[config.mk]
export PLATFORM = sky130hd
export DESIGN_NAME = rx_byte_assembler
export DESIGN_NICKNAME = d
export VERILOG_FILES = /design/src/rtl/rx_phy_pkg.sv /design/src/rtl/rx_byte_assembler.sv
export SDC_FILE = /design/constraint.sdc
export NUM_CORES = 1
export LEC_CHECK = 0
export BUFFER_PORTS_ARGS = -buffer_cell sky130_fd_sc_hd__buf_4
export CORE_MARGIN = 5
export CORE_UTILIZATION = 55
export CTS_CLUSTER_SIZE = 30
export DETAILED_ROUTE_END_ITERATION = 16
export HOLD_SLACK_MARGIN = 0.05
export PLACE_DENSITY = 0.79
export REMOVE_ABC_BUFFERS = 1
export SLEW_MARGIN = 40
export SYNTH_ARGS = -nofsm -noshare
export SYNTH_HDL_FRONTEND = slang
export SYNTH_SLANG_ARGS = --single-unit
[constraint.sdc]
create_clock -name clk_f -period 2.8 [get_ports clk_f]
set_input_delay 0.28 -clock clk_f [delete_from_list [all_inputs] [get_ports clk_f]]
set_output_delay 0.28 -clock clk_f [all_outputs]
set_load 0.01 [all_outputs]
[src/rtl/rx_phy_pkg.sv]
// rx_phy_pkg: definitions shared by the phy_rx serial-to-parallel stage and
// the rx_byte_assembler.
//   COMMA_K28_5    - alignment/idle byte, never packed into words
//   BYTES_PER_WORD - bytes per assembled output word
//   rx_state_e     - byte assembler FSM encoding
package rx_phy_pkg;

  localparam logic [7:0] COMMA_K28_5    = 8'hBC;
  localparam int         BYTES_PER_WORD = 4;

  typedef enum logic [1:0] {
    IDLE    = 2'd0,
    HUNT    = 2'd1,
    COLLECT = 2'd2
  } rx_state_e;

endpackage

[src/rtl/rx_byte_assembler.sv]
// rx_byte_assembler: drops comma bytes from the recovered byte stream and
// packs the remaining bytes into 32-bit words (first byte in [31:24]).
// Only whole words are emitted.  A partial word that is cut short by a comma
// or by loss of link is dropped, and align_err is pulsed.
//
// Ports:
//   clk_f      - byte-rate clock
//   reset      - synchronous, active-low reset
//   data_in    - byte from the serial-to-parallel stage
//   valid_in   - data_in holds a valid byte this cycle
//   active_in  - upstream link aligned
//   data_out   - last assembled word; held until the next word
//   valid_out  - one-cycle pulse when data_out is loaded with a new word
//   align_err  - one-cycle pulse when a partial word is discarded
//   word_count - saturating count of emitted words (RX_WORD_CNT_EN only)
//
// Build option: define RX_WORD_CNT_EN to add the word_count port and counter.
module rx_byte_assembler
  import rx_phy_pkg::*;
#(
  parameter logic [7:0] COMMA = COMMA_K28_5
) (
  input  logic                          clk_f,
  input  logic                          reset,
  input  logic [7:0]                    data_in,
  input  logic                          valid_in,
  input  logic                          active_in,
  output logic [8*BYTES_PER_WORD-1:0]   data_out,
  output logic                          valid_out,
  output logic                          align_err
`ifdef RX_WORD_CNT_EN
  ,
  output logic [15:0]                   word_count
`endif
);

  localparam logic [1:0] LAST_IDX = 2'(BYTES_PER_WORD - 1);

  rx_state_e                        state_r, state_next_s;
  logic [1:0]                       idx_r, idx_next_s;
  // Holds the first three bytes of a word; the fourth goes straight to data_out.
  logic [23:0]                      buf_r, buf_next_s;
  logic [8*BYTES_PER_WORD-1:0]      data_out_r, data_out_next_s;
  logic                             valid_out_r, valid_out_next_s;
  logic                             align_err_r, align_err_next_s;
  logic                             byte_ok_s;

  // A usable byte is valid and is not a comma.
  assign byte_ok_s = valid_in && (data_in != COMMA);

  // Next-state, buffer and output computation.
  always_comb begin
    state_next_s     = state_r;
    idx_next_s       = idx_r;
    buf_next_s       = buf_r;
    data_out_next_s  = data_out_r;
    valid_out_next_s = 1'b0;
    align_err_next_s = 1'b0;

    if (!active_in) begin
      // Link loss beats everything else, including a completing word.
      state_next_s     = IDLE;
      idx_next_s       = 2'd0;
      align_err_next_s = (idx_r != 2'd0);
    end else begin
      case (state_r)
        IDLE: begin
          // The byte in the activation cycle is not accepted.
          state_next_s = HUNT;
        end
        HUNT: begin
          if (byte_ok_s) begin
            buf_next_s[23:16] = data_in;
            idx_next_s        = 2'd1;
            state_next_s      = COLLECT;
          end else begin
            idx_next_s = 2'd0;
          end
        end
        COLLECT: begin
          if (valid_in && (data_in == COMMA)) begin
            if (idx_r != 2'd0) begin
              // Comma inside a word means we were misaligned: restart.
              align_err_next_s = 1'b1;
              idx_next_s       = 2'd0;
              state_next_s     = HUNT;
            end else begin
              state_next_s = COLLECT;
            end
          end else if (byte_ok_s) begin
            case (idx_r)
              2'd0: buf_next_s[23:16] = data_in;
              2'd1: buf_next_s[15:8]  = data_in;
              2'd2: buf_next_s[7:0]   = data_in;
              default: begin
                data_out_next_s  = {buf_r, data_in};
                valid_out_next_s = 1'b1;
              end
            endcase
            idx_next_s = (idx_r == LAST_IDX) ? 2'd0 : idx_r + 2'd1;
          end else begin
            // Gap: hold buffer and index indefinitely.
            idx_next_s = idx_r;
          end
        end
        default: begin
          state_next_s = IDLE;
          idx_next_s   = 2'd0;
        end
      endcase
    end
  end

  // State, buffer and registered outputs.
  always_ff @(posedge clk_f) begin
    if (!reset) begin
      state_r     <= IDLE;
      idx_r       <= 2'd0;
      buf_r       <= 24'd0;
      data_out_r  <= '0;
      valid_out_r <= 1'b0;
      align_err_r <= 1'b0;
    end else begin
      state_r     <= state_next_s;
      idx_r       <= idx_next_s;
      buf_r       <= buf_next_s;
      data_out_r  <= data_out_next_s;
      valid_out_r <= valid_out_next_s;
      align_err_r <= align_err_next_s;
    end
  end

  assign data_out  = data_out_r;
  assign valid_out = valid_out_r;
  assign align_err = align_err_r;

`ifdef RX_WORD_CNT_EN
  logic [15:0] word_cnt_r;

  // Saturating count of emitted words, stepped together with valid_out.
  always_ff @(posedge clk_f) begin
    if (!reset) begin
      word_cnt_r <= 16'd0;
    end else if (valid_out_next_s && (word_cnt_r != 16'hFFFF)) begin
      word_cnt_r <= word_cnt_r + 16'd1;
    end else begin
      word_cnt_r <= word_cnt_r;
    end
  end

  assign word_count = word_cnt_r;
`endif

endmodule

# Word-level counts from Yosys, hierarchy flattened
# Index checks and enable logic that the tools add are counted.
word_totals:
  in_bits: 12
  wordCells: 67
  register_bits: 62
classes:
  bitwise_logic: 7
  mux: 22
  eq_ne: 14
  n_reduce_logical: 15
  add_sub_neg: 1
ops:
  columns: ["operator", "n"]
  rows:
  - ["$mux W24", 2]
  - ["$mux W8", 4]
  - ["$pmux W8 S2", 1]
  - ["$reduce_and A5 Y1", 3]
  - ["$mux W2", 7]
  - ["$pmux W2 S3", 2]
  - ["$eq A8 B8 Y1 const B", 1]
  - ["$ne A2 B2 Y1 const B", 4]
  - ["$ne A8 B8 Y1 const B", 1]
  - ["$not A1 Y1", 7]
  - ["$eq A2 B2 Y1 const B", 3]
  - ["$mux W1", 6]
  - ["$ne A3 B3 Y1 const B", 2]
  - ["$reduce_and A6 Y1", 1]
  - ["$reduce_or A5 Y1", 1]
  - ["$eq A2 B1 Y1 const B", 2]
  - ["$logic_not A2 Y1", 2]
  - ["$reduce_and A2 Y1", 2]
  - ["$reduce_bool A2 Y1", 2]
  - ["$reduce_and A3 Y1", 1]
  - ["$reduce_or A3 Y1", 1]
  - ["$add A2 B1 Y2 const B", 1]
  - ["$logic_and A1 B1 Y1", 2]
  - ["$ne A2 B1 Y1 const B", 1]

# Logic depth before layout (Yosys ltp)
# Gate-level depths: netlist of the first run.
depth:
  word_depth: 5
  mapped_depth: 9
  ltp_nobuf: 6

# Worst setup path before layout of the first run
# OpenSTA, ideal clock, no wires.
synth_timing:
  path_type: "register to register"
  start: "register state_r[0]"
  end: "register buf_r[21]"
  path_stages_with_launch: 9
  arrival_time_ns: 1.523
  n_path_buf: 2
  required_time_ns: 2.669
  slack_ns: 1.146
  synth_period_minus_slack_ns: 1.654
  cell_sequence: "dfxtp_1 inv_1 ha_1 buf_2 mux2_1 o2111a_2 buf_6 nand2_1 o22ai_1"
synth_via:
  elab_chain_len: 3
  word_cells_on_any_way: 9
synth_lines:
  columns: ["element", "line_no", "rtl"]
  rows:
  - ["start, declared", "rx_byte_assembler.sv:39", "rx_state_e state_r, state_next_s;"]
  - ["start signal, assigned", "rx_byte_assembler.sv:124", "state_r <= state_next_s;"]
  - ["$eq A2 B2 Y1 / $eq A2 B1 Y1 (equally long branches)", "rx_byte_assembler.sv:66", "case (state_r)"]
  - ["$ne A2 B1 Y1 (no source line), or another cell as far along", null, null]
  - ["$reduce_and A6 Y1 (no source line)", null, null]
  - ["end signal, assigned", "rx_byte_assembler.sv:126", "buf_r <= buf_next_s;"]
  - ["end, declared", "rx_byte_assembler.sv:42", "logic [23:0] buf_r, buf_next_s;"]
# Parallel ways exist; a longest one is shown, timed or not.
# A chain may end at the register's enable or synchronous reset.

# Worst setup path in the final report of the first run
layout_timing:
  start: "register state_r[0]"
  end: "register data_out_r[25], in the netlist data_out[25]"
layout_via:
  elab_chain_len: 2
layout_lines:
  columns: ["element", "line_no", "rtl"]
  rows:
  - ["$eq A2 B2 Y1", "rx_byte_assembler.sv:66", null]
  - ["$reduce_and A5 Y1 (no source line)", null, null]
  - ["end signal, assigned", "rx_byte_assembler.sv:127", "data_out_r <= data_out_next_s;"]
  - ["end, declared", "rx_byte_assembler.sv:43", "logic [8*BYTES_PER_WORD-1:0] data_out_r, data_out_next_s;"]
# No other way between the ends.

==> impl_metrics.tcl, run 1 <==
set metrics [dict create \
    final_max_slew_viol_count 0 \
    hold_path_end "buf_r[22]" \
    cp_data_arrival_time_ps 2400 \
    min_path_type "in -> reg" \
    dp_cells 382 \
    cpPeakStageDelay_ps 410 \
    cp_cell_sequence "inv_1, ha_1, and2_4, o2111ai_4, buf_12, nand3_2, o21ai_2" \
    grt_pass1_wl_mm 8.94 \
    portBuffers 45 \
    ir_worst_vdd_v 0.000404 \
    min-delay-start "data_in[6]" \
    cts_hold_buf 0 \
    routed_wl_mm 5.47 \
    fin_crit_sh_pct 77.7 \
    h-tree-depth 3 \
    grt.overflow.total 0 \
    rows 26 \
    rsz0062_at_grt "no" \
    start_util_pct 56.6 \
    cts-resized-gates 0 \
    num_vias 2119 \
    nets 344 \
    antenna_found_initial 0 \
    netlist_area_mm2 0.00289 \
    drc 0 \
    setup-violations-final 0 \
    crit_type "reg -> reg" \
    outcome "finished, final reports clean" \
    die-area_mm2 0.00680 \
    crit_family "buffers and inverters" \
    cap_violations 0 \
    route.antenna.remaining_nets 0 \
    seq_area_frac_synth_pct 42.9 \
    final_common_cell "dfxtp_1" \
    most-common-layout-cells "62 x dfxtp_1, 45 x buf_4, 43 x nand2_1, 28 x o21ai_2, 27 x nand3_2" \
    grt_pass1_vias 1912 \
    fp.dieH_um 82.5 \
    crit_slowest_cell "o2111ai_4" \
    ys_ff_latch 62 \
    finalHoldViolCount 0 \
    dieWidth_um 82.5 \
    required_ps 3020 \
    clock_latency_ps 340 \
    grt_max_degree 64 \
    gp_congestion 0.859 \
    synth.avg_cell_area_um2 10.1 \
    finalClockSkew_ps 4.62 \
    layout-drive-gt1-share_pct 38.4 \
    wire_per_inst_um 13.8 \
    dpl.hpwl_mm 3.64 \
    r2r_end "data_out[25]" \
    cts_root_buffer "clkbuf_8" \
    cp_max_fo 46 \
    io_pins 46 \
    dr.pass1.iters 4 \
    report.power.total_uw 1780 \
    vias_per_cell 5.32 \
    post_cts_buffers 0 \
    critPathBufInv 2 \
    reg2reg_from "state_r[0]" \
    leakage_uw 0.00122 \
    critPathLaunchType "flop" \
    fp.coreArea_mm2 0.00511 \
    tritoncts "yes" \
    relSlewSlack_pct 48.2 \
    yosys_warnings 0 \
    post-route-min-period_ps 2180 \
    worst_pin_slew_ps 777 \
    max_freq_mhz 459 \
    grt_use_total_pct 17.6 \
    pre_cts_slack_ps 673 \
    ys_types 41 \
    clk_pin_slew_ps 60 \
    clk_path_buf_depth 2 \
    drt_iter0_markers 108 \
    crit_path_end_kind "flop" \
    tns_ps 0 \
    num_antenna_cells 0 \
    reg2reg_setup_slack_ps 620 \
    syn2layout_area_growth_pct 16.5 \
    power_density_mw_per_mm2 529 \
    min_path_cells 3 \
    synthCells 287 \
    rr_worst_depth 7 \
    final_cells 398 \
    numCtsBuffers 9 \
    worst_slack_ps 624 \
    cts.sinks 62 \
]
==> layout make-up <==
cell class	count	area (um2)
flip-flops and latches	62	1240
inverters	7	26.3
multi-input cells	196	1430
repair buffers	47	378
well taps	70	87.6
clock inverters	3	42.5
fillers	430	1740
clock buffers	13	159
==> flip-flops by register name, summed over array words and instances, names as in the netlist <==
register and cells:
align_err 1, buf_r 24, data_out 32, idx_r 2, state_r 2, valid_out 1
==> synth_stat cells <==
cell | instances | area share, %
dfxtp_1 | 62 | 43
or3_1 | 1 | 0.22
nor2b_1 | 1 | 0.22
a2111oi_0 | 1 | 0.30
and2_4 | 1 | 0.30
o21ai_0 | 18 | 3.1
o32ai_1 | 1 | 0.30
and4b_1 | 1 | 0.35
buf_6 | 3 | 1.2
clkbuf_1 | 4 | 0.52
o21ai_1 | 5 | 0.87
and4bb_2 | 1 | 0.43
o31ai_1 | 1 | 0.26
mux2_1 | 1 | 0.39
a311oi_2 | 2 | 1.0
a211oi_1 | 1 | 0.26
o21a_1 | 1 | 0.26
a21boi_0 | 1 | 0.26
o22ai_1 | 8 | 1.7
nand2b_1 | 2 | 0.43
nand4b_4 | 1 | 0.82
nand3_2 | 27 | 9.4
o21ai_2 | 28 | 8.5
buf_12 | 3 | 2.1
and2_1 | 1 | 0.22
buf_8 | 1 | 0.52
o2111ai_4 | 3 | 2.7
ha_1 | 9 | 3.9
nand2_1 | 43 | 5.6
clkbuf_2 | 2 | 0.35
inv_1 | 7 | 0.91
nand4_1 | 2 | 0.43
nand3_1 | 24 | 4.2
o2111a_2 | 1 | 0.43
mux2i_1 | 1 | 0.35
nor4b_1 | 1 | 0.30
buf_2 | 4 | 0.69
nand4bb_4 | 1 | 0.95
nor2_1 | 3 | 0.39
buf_4 | 5 | 1.3
a21oi_1 | 4 | 0.69
==> stage by stage <==
step                      hold WS [ps]  util [%]  instance area, um2
after global placement             443      62.0                3160
after floorplan                    374         -                2700
after CTS                          229      65.9                3370
final                              239      65.9                3370
after detailed placement           445      62.0                3160
after global routing               237      65.9                3370
==> cell families after synthesis <==
kind of cell	after synthesis	share of synthesized area (%)
multiplexers	2	0.736
AND/OR/NAND/NOR	110	24.2
buffers and inverters	29	7.53
flip-flops	62	42.9
adder cells (fa/ha/maj)	9	3.90
AO/OA/AOI/OAI	75	20.7
==> worst max-delay path by stage <==
| stage | start | end | slack [ps] | cells past startpoint |
|---|---|---|---|---|
| detailed placement | state_r[0] | data_out[3] | 670 | 7 |
| finish | state_r[0] | data_out[25] | 620 | 7 |
| global placement | state_r[0] | data_out[2] | 730 | 7 |
| CTS | state_r[0] | data_out[25] | 640 | 7 |
| floorplan | state_r[0] | data_out[0] | 350 | 6 |
| global route | state_r[0] | data_out[25] | 440 | 7 |
==> layer usage <==
layer	wire length, um	GRT usage [%]	part of all wire, %
met5	0	0	0
met4	95	8.82	1.7
met3	330	5.53	6.0
met2	2530	27.0	46
met1	2520	22.3	46
==> tightest hold or removal path, delay by kind of cell <==
kind                   cells  cell delay (ps)
AND/OR/NAND/NOR            1               50
buffers and inverters      1              130
AO/OA/AOI/OAI              1               60
==> where the power goes <==
| part | internal, uW | leakage [uW] | total (uW) | switching [uW] |
|---|---|---|---|---|
| logic | 35.2 | 0.000622 | 102 | 66.3 |
| registers | 887 | 0.000500 | 890 | 3.03 |
| clock network | 459 | 0.0000996 | 790 | 331 |
| total | 1380 | 0.00122 | 1780 | 401 |
No activity file was read; power rests on OpenSTA's default activity.
==> run 2: changes to the inputs <==
--- a/config.mk
+++ b/config.mk
@@ -5,6 +5,7 @@
 export SDC_FILE = /design/constraint.sdc
 export NUM_CORES = 1
 export LEC_CHECK = 0
+export ABC_AREA = 1
 export BUFFER_PORTS_ARGS = -buffer_cell sky130_fd_sc_hd__buf_4
 export CORE_MARGIN = 5
 export CORE_UTILIZATION = 55
==> constraint.sdc (replaced) <==
create_clock -name clk_f -period 2.1 [get_ports clk_f]
set_input_delay 0.21 -clock clk_f [delete_from_list [all_inputs] [get_ports clk_f]]
set_output_delay 0.21 -clock clk_f [all_outputs]
set_load 0.01 [all_outputs]
==> run 2 against run 1 <==
Against the previous run:
- global-route usage rose by 2.2 points
- routed wire length rose by 5.3%
- area after synthesis fell by 0.52%
- total power rose by 26%
- flip-flop and latch count did not move
- utilization rose by 0.17 points
- largest cell class unchanged
==> impl_metrics.tcl, run 2 <==
set metrics [dict create \
    netlist_area_mm2 0.00288 \
    leakage_uw 0.00182 \
    drt_iter0_markers 155 \
    dieWidth_um 82.3 \
    numCtsBuffers 9 \
    layout-drive-gt1-share_pct 14.7 \
    synth_ff_type "dfxtp_1" \
    cp_cell_sequence "inv_1, ha_1, inv_1, nand2_1, nand2_1, inv_1, nor2_1, nor2_1, nor2_1" \
    seq_area_frac_synth_pct 43.2 \
    cp_data_arrival_time_ps 2130 \
    synthTopCellsByCount "128 x nor2_1, 116 x nand2_1, 62 x dfxtp_1" \
    die-area_mm2 0.00677 \
    synth_top_area_share_pct 43.2 \
    relSlewSlack_pct 62.2 \
    clk_path_buf_depth 2 \
    final_common_cell "nor2_1" \
    utilization_pct 66.1 \
    routed_wl_mm 5.76 \
    rows 26 \
    portBuffers 45 \
    grt_max_degree 40 \
    ys_ff_latch 62 \
    outcome "finished, final reports clean" \
    drc 0 \
    crit_slowest_cell "dfxtp_1" \
    power_density_mw_per_mm2 664 \
    post-route-min-period_ps 1860 \
    cpPeakStageDelay_ps 380 \
    yosys_warnings 0 \
    grt_pass1_wl_mm 10.3 \
    synthCells 436 \
    io_pins 46 \
    h-tree-depth 3 \
    synth_edf_count 0 \
    route.antenna.remaining_nets 0 \
    largest_reg_flops 32 \
    cts_hold_buf 0 \
    min_path_type "in -> reg" \
    fp.dieH_um 82.3 \
    worst_pin_slew_ps 565 \
    grt_pass1_vias 2310 \
    dpl.hpwl_mm 4.09 \
    ir_worst_vdd_v 0.000384 \
    post_cts_buffers 0 \
    nets 500 \
    cap_violations 0 \
    synth.area.top_cells "dfxtp_1 43%, nor2_1 17%, nand2_1 15%" \
    vias_per_cell 4.56 \
    ys_types 22 \
    crit_type "reg -> reg" \
    clock_latency_ps 330 \
    async_flop_share_pct 0 \
    grt_use_total_pct 19.9 \
    report.power.total_uw 2240 \
    clk_pin_slew_ps 60 \
    start_util_pct 56.3 \
    tns_ps 0 \
    gp_congestion 0.835 \
    fin_crit_sh_pct 88.6 \
    most-common-layout-cells "128 x nor2_1, 116 x nand2_1, 62 x dfxtp_1, 57 x inv_1, 48 x buf_4" \
    wire_per_inst_um 10.4 \
    final_max_slew_viol_count 0 \
    crit_path_end_kind "flop" \
    max_freq_mhz 538 \
    cts-resized-gates 0 \
    cp_max_fo 7 \
    yosysMostFrequentCell "nor2_1" \
    finalClockSkew_ps 3.53 \
    fillers 471 \
    rsz0062_at_grt "no" \
    num_vias 2518 \
    dr.pass1.iters 4 \
    required_ps 2370 \
    antenna_found_initial 0 \
    whs_ps 115 \
    critPathLaunchType "flop" \
    cts.sinks 62 \
    setup-violations-final 0 \
    fp.coreArea_mm2 0.00511 \
    yosys.area.top_type "dfxtp_1" \
    tritoncts "yes" \
    cts_root_buffer "clkbuf_8" \
    syn2layout_area_growth_pct 17.4 \
    finalHoldViolCount 0 \
    grt.overflow.total 0 \
    num_antenna_cells 0 \
    synth.avg_cell_area_um2 6.59 \
]
## run 2: kinds of logic after synthesis
kind of cell    after synthesis  synth area share, %
compound gates                9                 1.65
buf+inv                      75                 11.3
fa+ha+maj                     9                 3.92
flops                        62                 43.2
simple gates                281                 39.9
## run 2: critical path: cells and delay by family, from the launching register on
family / cells / cell delay, ps
flops: 1 / 380
simple gates: 5 / 730
fa+ha+maj: 1 / 270
buf+inv: 3 / 420
## run 2: final cells by class
type	count	area, um2	area share, %
inverters	59	221	6.56
clock buffers	12	145	4.30
well taps	70	87.6	2.60
flip-flops and latches	62	1240	36.8
multi-input cells	299	1310	38.8
clock inverters	2	10.0	0.297
repair buffers	48	360	10.7
## run 2: per-layer routing
layer	up-vias	wire (um)	GRT usage (%)
met5	-	0	0
met4	0	98	9.63
met3	12	317	5.10
met2	47	2700	31.7
met1	1090	2650	24.8
li1	1369	-	-
## run 2: worst paths after layout
kind                            startpoint      endpoint  slack (ps)  cells after the start
worst max-delay path            state_r[0]     buf_r[23]         240                      9
worst min-delay path            data_in[1]   data_out[1]         120                      3
worst max register to register  state_r[0]     buf_r[23]         240                      9
worst min register to register    buf_r[9]  data_out[17]         480                      2
## run 2: power by group
part,internal [uW],switching [uW],total [uW]
clock,444,417,860
combinational,57.8,118,176
sequential,1190,10.9,1200
total,1690,546,2240
## run 2: per-stage QoR
stage                     std cells  area, um2  setup WS, ps
after floorplan                 420       2770           110
after global placement          538       3220           374
after detailed placement        538       3220           245
after CTS                       552       3370           227
after global routing            552       3370          4.13
final                           552       3370           240
==> run 3: changes to the inputs <==
--- a/config.mk
+++ b/config.mk
@@ -5,7 +5,6 @@
 export SDC_FILE = /design/constraint.sdc
 export NUM_CORES = 1
 export LEC_CHECK = 0
-export ABC_AREA = 1
 export BUFFER_PORTS_ARGS = -buffer_cell sky130_fd_sc_hd__buf_4
 export CORE_MARGIN = 5
 export CORE_UTILIZATION = 55
==> run 3 against run 2 <==
Against the previous run:
- worst hold slack improved by 59 ps
- register-to-register slack improved by 60 ps
- via count fell by 15%
- worst setup slack improved by 62 ps
- cell area fell by 0.11%
- combinational power fell by 23%
- clock skew rose by 3.0 ps
- sequential power barely moved
- highest routed layer unchanged
- critical path type unchanged
- largest power group unchanged
- critical endpoint is now data_out[4]
==> impl_metrics.tcl, run 3 (synthesized netlist as in run 1, its figures left out) <==
set metrics [dict create \
    outcome "finished, final reports clean" \
    pre_cts_slack_ps 340 \
    routed_wl_mm 5.42 \
    layout-drive-gt1-share_pct 38.9 \
    antenna_found_initial 0 \
    final_max_slew_viol_count 0 \
    rr_worst_depth 7 \
    clk_pin_slew_ps 70 \
    cts_hold_buf 0 \
    reg2reg_setup_slack_ps 300 \
    drt_iter0_markers 134 \
    grt_max_degree 56 \
    dieWidth_um 82.5 \
    die-area_mm2 0.00680 \
    cp_data_arrival_time_ps 2020 \
    clock_latency_ps 340 \
    clk_path_buf_depth 2 \
    worst_slack_ps 302 \
    finalClockSkew_ps 6.56 \
    fp.dieH_um 82.5 \
    route.antenna.remaining_nets 0 \
    grt_pass1_vias 2029 \
    post_cts_buffers 0 \
    portBuffers 45 \
    cts-resized-gates 0 \
    comb_power_share_pct 5.9 \
    rsz0062_at_grt "no" \
    largest_reg_flops 32 \
    final_common_cell "dfxtp_1" \
    crit_family "simple AND/OR/NAND/NOR gates" \
    nets 345 \
    grt_use_total_pct 17.9 \
    max_freq_mhz 556 \
    whs_ps 174 \
    tns_ps 0 \
    pwr-share-seq_pct 52.0 \
    p_int_uw 1750 \
    leakage_uw 0.00123 \
    numCtsBuffers 9 \
    most-common-layout-cells "62 x dfxtp_1, 45 x buf_4, 43 x nand2_1, 28 x o21ai_2, 27 x nand3_2" \
    h-tree-depth 3 \
    fin_crit_sh_pct 85.6 \
    drc 0 \
    wire_per_inst_um 13.6 \
    report.power.total_uw 2280 \
    critPathLaunchType "flop" \
    cp_cell_sequence "inv_1, ha_1, and2_4, o2111ai_4, buf_12, nand3_1, o21ai_1" \
    start_util_pct 56.6 \
    io_pins 46 \
    tritoncts "yes" \
    worst_pin_slew_ps 420 \
    crit_type "reg -> reg" \
    syn2layout_area_growth_pct 16.6 \
    crit_path_start "state_r[0]" \
    cpPeakStageDelay_ps 360 \
    cp_max_fo 35 \
    power_density_mw_per_mm2 677 \
    crit_path_end_kind "flop" \
    crit_slowest_cell "ha_1" \
    p_clk_share_pct 42.1 \
    vias_per_cell 5.38 \
    cts_root_buffer "clkbuf_8" \
    critPathBufInv 2 \
    rows 26 \
    fp.coreArea_mm2 0.00511 \
    gp_congestion 0.834 \
    p_switching_uw 533 \
    setup-violations-final 0 \
    ir_worst_vdd_v 0.000483 \
    num_vias 2145 \
    reg2reg_from "state_r[0]" \
    cap_violations 0 \
    required_ps 2330 \
    path_depth 7 \
    grt_pass1_wl_mm 9.25 \
    swShare_pct 23.3 \
    utilization_pct 66.0 \
    num_antenna_cells 0 \
    grt.overflow.total 0 \
    finalHoldViolCount 0 \
    relSlewSlack_pct 71.3 \
    post-route-min-period_ps 1800 \
    endpoint "data_out[4]" \
    cts.sinks 62 \
    dpl.hpwl_mm 3.67 \
    min_path_type "in -> reg" \
    dr.pass1.iters 4 \
    r2r_end "data_out[4]" \
]
[run 3: cell types whose count changed in the layout (fill, tap and decap cells not counted), sizes merged, moves of 2 or more]
cell / previous run / this run
nor2: 132 / 3
o2111ai: 0 / 3
and2: 0 / 2
nand3: 27 / 51
nand2: 119 / 43
a311oi: 0 / 2
inv: 59 / 7
o21ai: 4 / 51
nand2b: 0 / 2
o22ai: 0 / 8
[run 3: area by class of cell]
cell class / instances / area [um2]
fill: 423 / 1740
clock buffer: 13 / 169
multi-input combinational: 196 / 1430
timing repair buffer: 48 / 398
tap: 70 / 87.6
inverter: 7 / 26.3
sequential: 62 / 1240
clock inverter: 3 / 17.5
[run 3: worst min-delay path by stage]
stage,startpoint,end,slack (ps),cells after the start
3_3_place_gp,data_out[21],data_out[21],440,2
5_1_grt,data_in[7],buf_r[23],150,3
3_5_place_dp,data_out[11],data_out[11],450,2
4_1_cts,data_in[7],buf_r[23],160,3
2_1_floorplan,active_in,align_err,300,1
6_report,data_in[1],buf_r[17],170,3
[run 3: routing by layer]
layer  up-vias  wire [um]  global-route usage [%]
met4         0        103                    8.01
met2        48       2470                    27.6
li1       1103          -                       -
met5         -          0                       0
met3        11        332                    6.18
met1       983       2510                    22.4
[run 3: tightest hold or removal path, delay by kind of cell]
family	cells	cell delay (ps)
buffers and inverters	1	130
AOI/OAI and AO/OA	1	60
and+or+nand+nor	1	60
[run 3: power groups by stage]
stage          Clock, uW  Sequential, uW  Combinational, uW
3_3_place_gp           0            1210                132
2_1_floorplan          0            1210               58.6
4_1_cts              990            1190                135
3_5_place_dp           0            1210                134
6_report             961            1190                135
5_1_grt             1050            1190                149
[run 3: stage by stage]
step                      cell area, um2  instances
final                               3370        399
after global routing                3370        399
after CTS                           3370        399
after detailed placement            3180        383
after global placement              3180        383
after floorplan                     2700        265
